**src/rtl/fb_write_scheduler.sv**
```systemverilog
// fb_write_scheduler: feeds pixels from NUM_CORES cores, strictly interleaved, into the framebuffer four-phase write port.
// Optional ack watchdog enabled by defining FB_WRITE_SCHEDULER_ACK_TIMEOUT_EN.
module fb_write_scheduler #(
   parameter int NUM_CORES        = 2,
   parameter int PIXELS_PER_FRAME = 153600,
   parameter int PTR_RESET_CYCLES = 4,
   parameter int ACK_TIMEOUT      = 255,
   localparam int CW = (PIXELS_PER_FRAME > 1) ? $clog2(PIXELS_PER_FRAME) : 1
) (
   input  logic                   clk,
   input  logic                   rst_n,
   input  logic                   frame_start_in,
   input  logic [NUM_CORES-1:0]   core_valid_in,
   input  logic [4*NUM_CORES-1:0] core_data_in,
   output logic [NUM_CORES-1:0]   core_ready_out,
   output logic [3:0]             write_data_out,
   output logic                   write_strobe_out,
   output logic                   reset_write_ptr_out,
   input  logic                   wrote_data_in,
   output logic                   frame_done_out,
   output logic                   busy_out,
`ifdef FB_WRITE_SCHEDULER_ACK_TIMEOUT_EN
   output logic                   ack_timeout_out,
`endif
   output logic [CW-1:0]          pixel_index_out
);
   localparam int TW = (NUM_CORES > 1) ? $clog2(NUM_CORES) : 1;
   localparam int PW = (PTR_RESET_CYCLES > 1) ? $clog2(PTR_RESET_CYCLES) : 1;
   localparam logic [CW-1:0] LAST_PIX  = CW'(PIXELS_PER_FRAME - 1);
   localparam logic [PW-1:0] LAST_PTR  = PW'(PTR_RESET_CYCLES - 1);
   localparam logic [TW-1:0] LAST_CORE = TW'(NUM_CORES - 1);

   typedef enum logic [2:0] {IDLE, PTR_RST, WAIT_PIX, WR_REQ, WR_REL} state_t;

   state_t          state, nxt;
   logic [TW-1:0]   turn, nxt_turn;
   logic [CW-1:0]   count, nxt_count;
   logic [PW-1:0]   ptr_cnt;
   logic            pend, xfer, done, restart, restart_req;
   logic [3:0]      pix;

   assign restart_req     = pend | frame_start_in;
   assign pix             = core_data_in[4*turn +: 4];
   assign pixel_index_out = count;

`ifdef FB_WRITE_SCHEDULER_ACK_TIMEOUT_EN
   localparam int AW = $clog2(ACK_TIMEOUT + 1);
   localparam logic [AW-1:0] ACK_LIM = AW'(ACK_TIMEOUT - 1);
   logic [AW-1:0] ack_cnt;
   logic          tmo;
`endif

   always_comb begin
      nxt       = state;
      nxt_turn  = turn;
      nxt_count = count;
      xfer      = 1'b0;
      done      = 1'b0;
      restart   = 1'b0;
      case (state)
         IDLE:     restart = frame_start_in;
         PTR_RST: begin
            nxt_turn  = '0;
            nxt_count = '0;
            if (ptr_cnt == LAST_PTR) begin
               restart = restart_req;
               nxt     = restart_req ? PTR_RST : WAIT_PIX;
            end
         end
         // a transfer already granted wins over a restart request arriving in the same cycle
         WAIT_PIX: begin
            xfer    = core_valid_in[turn];
            restart = !xfer && restart_req;
            nxt     = xfer ? WR_REQ : state;
         end
         WR_REQ:   nxt = wrote_data_in ? WR_REL : WR_REQ;
         WR_REL: begin
            if (!wrote_data_in) begin
               restart = restart_req;
               if (!restart_req && count == LAST_PIX) begin
                  nxt  = IDLE;
                  done = 1'b1;
               end else if (!restart_req) begin
                  nxt       = WAIT_PIX;
                  nxt_count = count + 1'b1;
                  nxt_turn  = (turn == LAST_CORE) ? '0 : turn + 1'b1;
               end
            end
         end
         default:  nxt = IDLE;
      endcase
      if (restart) nxt = PTR_RST;
`ifdef FB_WRITE_SCHEDULER_ACK_TIMEOUT_EN
      tmo = (state == WR_REQ || state == WR_REL) && nxt == state && ack_cnt == ACK_LIM;
      if (tmo) nxt = IDLE;
`endif
   end

   always_ff @(posedge clk or negedge rst_n) begin
      if (!rst_n) begin
         state               <= IDLE;
         turn                <= '0;
         count               <= '0;
         ptr_cnt             <= '0;
         pend                <= 1'b0;
         write_data_out      <= '0;
         core_ready_out      <= '0;
         write_strobe_out    <= 1'b0;
         reset_write_ptr_out <= 1'b0;
         frame_done_out      <= 1'b0;
         busy_out            <= 1'b0;
`ifdef FB_WRITE_SCHEDULER_ACK_TIMEOUT_EN
         ack_cnt             <= '0;
         ack_timeout_out     <= 1'b0;
`endif
      end else begin
         state               <= nxt;
         turn                <= nxt_turn;
         count               <= nxt_count;
         ptr_cnt             <= (state == PTR_RST && !restart) ? ptr_cnt + 1'b1 : '0;
         pend                <= !restart && nxt != IDLE && restart_req;
         write_data_out      <= xfer ? pix : write_data_out;
         core_ready_out      <= (nxt == WAIT_PIX) ? NUM_CORES'(1) << nxt_turn : '0;
         write_strobe_out    <= nxt == WR_REQ;
         reset_write_ptr_out <= nxt == PTR_RST;
         frame_done_out      <= done;
         busy_out            <= nxt != IDLE;
`ifdef FB_WRITE_SCHEDULER_ACK_TIMEOUT_EN
         ack_cnt             <= ((state == WR_REQ || state == WR_REL) && nxt == state) ? ack_cnt + 1'b1 : '0;
         ack_timeout_out     <= tmo | (ack_timeout_out & ~frame_start_in);
`endif
      end
   end
endmodule

```
**config.mk**
```make
export PLATFORM = sky130hd
export DESIGN_NAME = fb_write_scheduler
export DESIGN_NICKNAME = d
export VERILOG_FILES = /design/src/rtl/fb_write_scheduler.sv
export SDC_FILE = /design/constraint.sdc
export NUM_CORES = 1
export LEC_CHECK = 0
export CELL_PAD_IN_SITES_DETAIL_PLACEMENT = 1
export CELL_PAD_IN_SITES_GLOBAL_PLACEMENT = 2
export CORE_ASPECT_RATIO = 0.8
export CORE_UTILIZATION = 33
export CTS_CLUSTER_DIAMETER = 120
export DETAILED_ROUTE_END_ITERATION = 8
export PLACE_DENSITY = 0.9
export SLEW_MARGIN = 10
export SYNTH_ARGS = -nofsm -noshare
export SYNTH_HDL_FRONTEND = slang
export SYNTH_SLANG_ARGS = --single-unit
```
**constraint.sdc**
```tcl
create_clock -name clk -period 3.96 [get_ports clk]
set_input_delay 0.594 -clock clk [delete_from_list [all_inputs] [get_ports clk]]
set_output_delay 0.594 -clock clk [all_outputs]
set_load 0.02 [all_outputs]
```
==> impl_metrics.yaml <==
min_path:
  min-delay-start: "ptr_cnt[0]"
  whs_path_depth: 1
  hold_class: "register to register"
  hold_end: "ptr_cnt[0]"
pwr:
  pwr-share-comb_pct: 35.0
  switchingPower_mw: 0.418
  p_seq_share_pct: 40.8
  netSwitchingFraction_pct: 37.9
  power.leakage_nw: 0.994
  internal_power_mw: 0.683
  power.ir.vdd_worst_v: 0.000247
  p_per_area_nw_per_um2: 447
  power.total_mw: 1.10
  clockPowerShare_pct: 24.2
worst_setup_path:
  ff2ff_path_depth: 5
  timing.rr.start: "state[1]"
  reg2reg_to: "pixel_index_out[11]"
  reg2reg_slack_ns: 1.72
  crit_path_max_incr_delay_ns: 0.55
  critPathSlowestCell: "or4_1"
  crit_path_start_kind: "primary input"
  crit_type: "primary input to register"
  arrival_ns: 2.61
  cp.required_ns: 4.18
  path_cells: "clkdlybuf4s50_1 > nor3_4 > a21oi_4 > or2_0 > or4_1 > a21oi_1"
  crit_fanout: 10
  crit_path_end_kind: "register"
run:
  cap_violations: 0
drt:
  wl_per_cell_um: 15.7
  dr.pass1.iters: 4
  vias: 1629
  drt.antenna.violating_nets: 0
  drtIter0Drc: 78
  viasPerCell: 5.17
  wirelength_um: 4950
  drc: 0
final_layout:
  n_fill_cell: 630
  drive_gt1_share_pct: 10.1
  area_growth_pct: 29.3
  antennaDiodeCount: 0
  fin_cells: 315
  stdcell_area_um2: 2460
  fin_util_pct: 44.8
  num-nets-final: 252
place:
  hpwlAfterDp_um: 3610
  io_buffers: 41
  routabilityCongestion: 0.802
  dp.cells: 307
  dpl-instance-area_um2: 2370
  place_ws_ns: 1.29
timing:
  hold_ws_ns: 0.448
  setup_viol: 0
  slew_violations: 0
  fin_skew_ns: 0.00506
  relSlewSlack_pct: 59.1
  rsz0062_at_grt: "no"
  min_period_ns: 2.38
  tightest_slew_ns: 0.614
  fin_tns_setup_ns: 0
  layout_setup_ws_ns: 1.58
  finalHoldViolCount: 0
  post-route-period-util_pct: 60.1
  fmax_mhz: 420
clock_tree:
  clk_pin_slew_ns: 0.08
  insertion_delay_ns: 0.30
  cts_hold_buf: 0
  max-clock-path-buffers: 2
  h-tree-depth: 2
  cts_resized: 0
  cts_sinks: 35
  cts_setup_buffers: 0
  cts_buffers: 5
  cts-root-buf: "clkbuf_8"
  cts_tree: "built"
global_route:
  grt_max_degree: 36
  gr-usage-all-layers_pct: 18.0
  grt_pass1_vias: 1648
  antenna_found_initial: 0
  grt_pass1_wl_um: 8280
  grt_overflow: 0
logic_synthesis:
  synth_nets: 210
  synth_seq_cells: 35
  async_flop_share_pct: 100
  synth_sequential_area_ratio_pct: 46.0
  synth_top_area_share_pct: 46.0
  netlist_area_um2: 1900
  synth_area_leaders: "dfrtp_1 (46%), mux2i_1 (4.7%), nand2_1 (4.3%), nor2_1 (3.7%), xnor2_1 (2.3%)"
  synth.avg_cell_area_um2: 9.82
  synth_warnings: 0
  yosysUniqueCellTypes: 48
  syn_inst: 194
  yosys.area.top_type: "dfrtp_1"
  synth_edf_count: 0
  synth_flop_cell: "dfrtp_1"
floorplanning:
  die-area_um2: 6080
  initial_core_util_pct: 34.7
  io_pins: 42
  rows: 24
  coreArea_um2: 5500
  die_h_um: 69.9
  die_w_um: 86.9
status:
  outcome: "finished clean"
[cell families after synthesis]
kind of cell    share of synthesized area [%]
buf+inv                                  3.02
xor+xnor                                 2.76
flops                                    46.0
mux                                      4.73
fa+ha+maj                                1.31
simple gates                             29.8
compound gates                           12.4
[Yosys cell counts (4+ instances only)]
cell type	n
nand3_1	6
nor2_1	19
nand4_1	5
and3_1	6
dfrtp_1	35
nand2b_1	5
nor4_1	5
or3_1	4
clkbuf_1	4
nand2_1	22
a21oi_1	8
nor3b_1	4
nor3_1	7
mux2i_1	9
o21ai_0	7
xnor2_1	5
[layout by cell type (no fill, tap or decap), types with 5 or more instances in the layout]
cell             synthesis  final
nand2b_1                 5      5
nand3_1                  6      6
clkbuf_8                 0      5
o21ai_0                  7      7
nor4_1                   5      5
clkdlybuf4s50_1          0     41
xnor2_1                  5      5
and3_1                   6      6
nor3_1                   7      7
nand2_1                 22     22
dfrtp_1                 35     35
mux2i_1                  9      9
a21oi_1                  8      8
nand4_1                  5      5
nor2_1                  19     19
[cell type report]
class | instances | area [um^2] | area share, %
Clock buffer | 5 | 68.8 | 2.79
Clock inverter | 3 | 20.0 | 0.813
Inverter | 1 | 3.75 | 0.152
Multi-Input combinational cell | 150 | 971 | 39.4
Sequential cell | 35 | 876 | 35.6
Tap cell | 78 | 97.6 | 3.96
Timing Repair Buffer | 43 | 425 | 17.3
[sequential cells by signal (all words and copies together) (netlist names)]
name	count
pend	1
reset_write_ptr_out	1
turn	1
pixel_index_out	18
core_ready_out	2
state	3
busy_out	1
frame_done_out	1
write_strobe_out	1
ptr_cnt	2
write_data_out	4
[worst max path at each step]
| stage | slack, ns | to | depth (start not counted) | startpoint |
|---|---|---|---|---|
| after global placement | 1.34 | pixel_index_out[11] | 6 | frame_start_in |
| after detailed placement | 1.29 | pixel_index_out[11] | 6 | frame_start_in |
| after floorplan | 1.97 | pixel_index_out[11] | 8 | pixel_index_out[8] |
| final | 1.58 | pixel_index_out[11] | 6 | frame_start_in |
| after CTS | 1.59 | pixel_index_out[11] | 6 | frame_start_in |
| after global routing | 1.42 | pixel_index_out[11] | 6 | frame_start_in |
[power groups by stage]
| stage | clock network [mW] | logic [mW] | registers [mW] |
|---|---|---|---|
| final | 0.266 | 0.385 | 0.449 |
| after global routing | 0.289 | 0.430 | 0.457 |
| after CTS | 0.274 | 0.389 | 0.449 |
| after detailed placement | 0 | 0.388 | 0.456 |
| after global placement | 0 | 0.377 | 0.454 |
| after floorplan | 0 | 0.227 | 0.472 |
[critical path, delay by kind of cell]
family / cells / cell delay (ns)
buffers and inverters: 1 / 0.54
AOI/OAI and AO/OA: 2 / 0.28
and+or+nand+nor: 3 / 1.19
[layer usage]
| layer | share of wire (%) | vias to the layer above | global-route usage, % |
|---|---|---|---|
| li1 | - | 788 | - |
| met3 | 3.4 | 4 | 4.61 |
| met1 | 51 | 803 | 24.9 |
| met4 | 0.83 | 0 | 6.11 |
| met5 | 0 | - | 0 |
| met2 | 45 | 34 | 27.3 |
(Power assumes the default switching activity.)
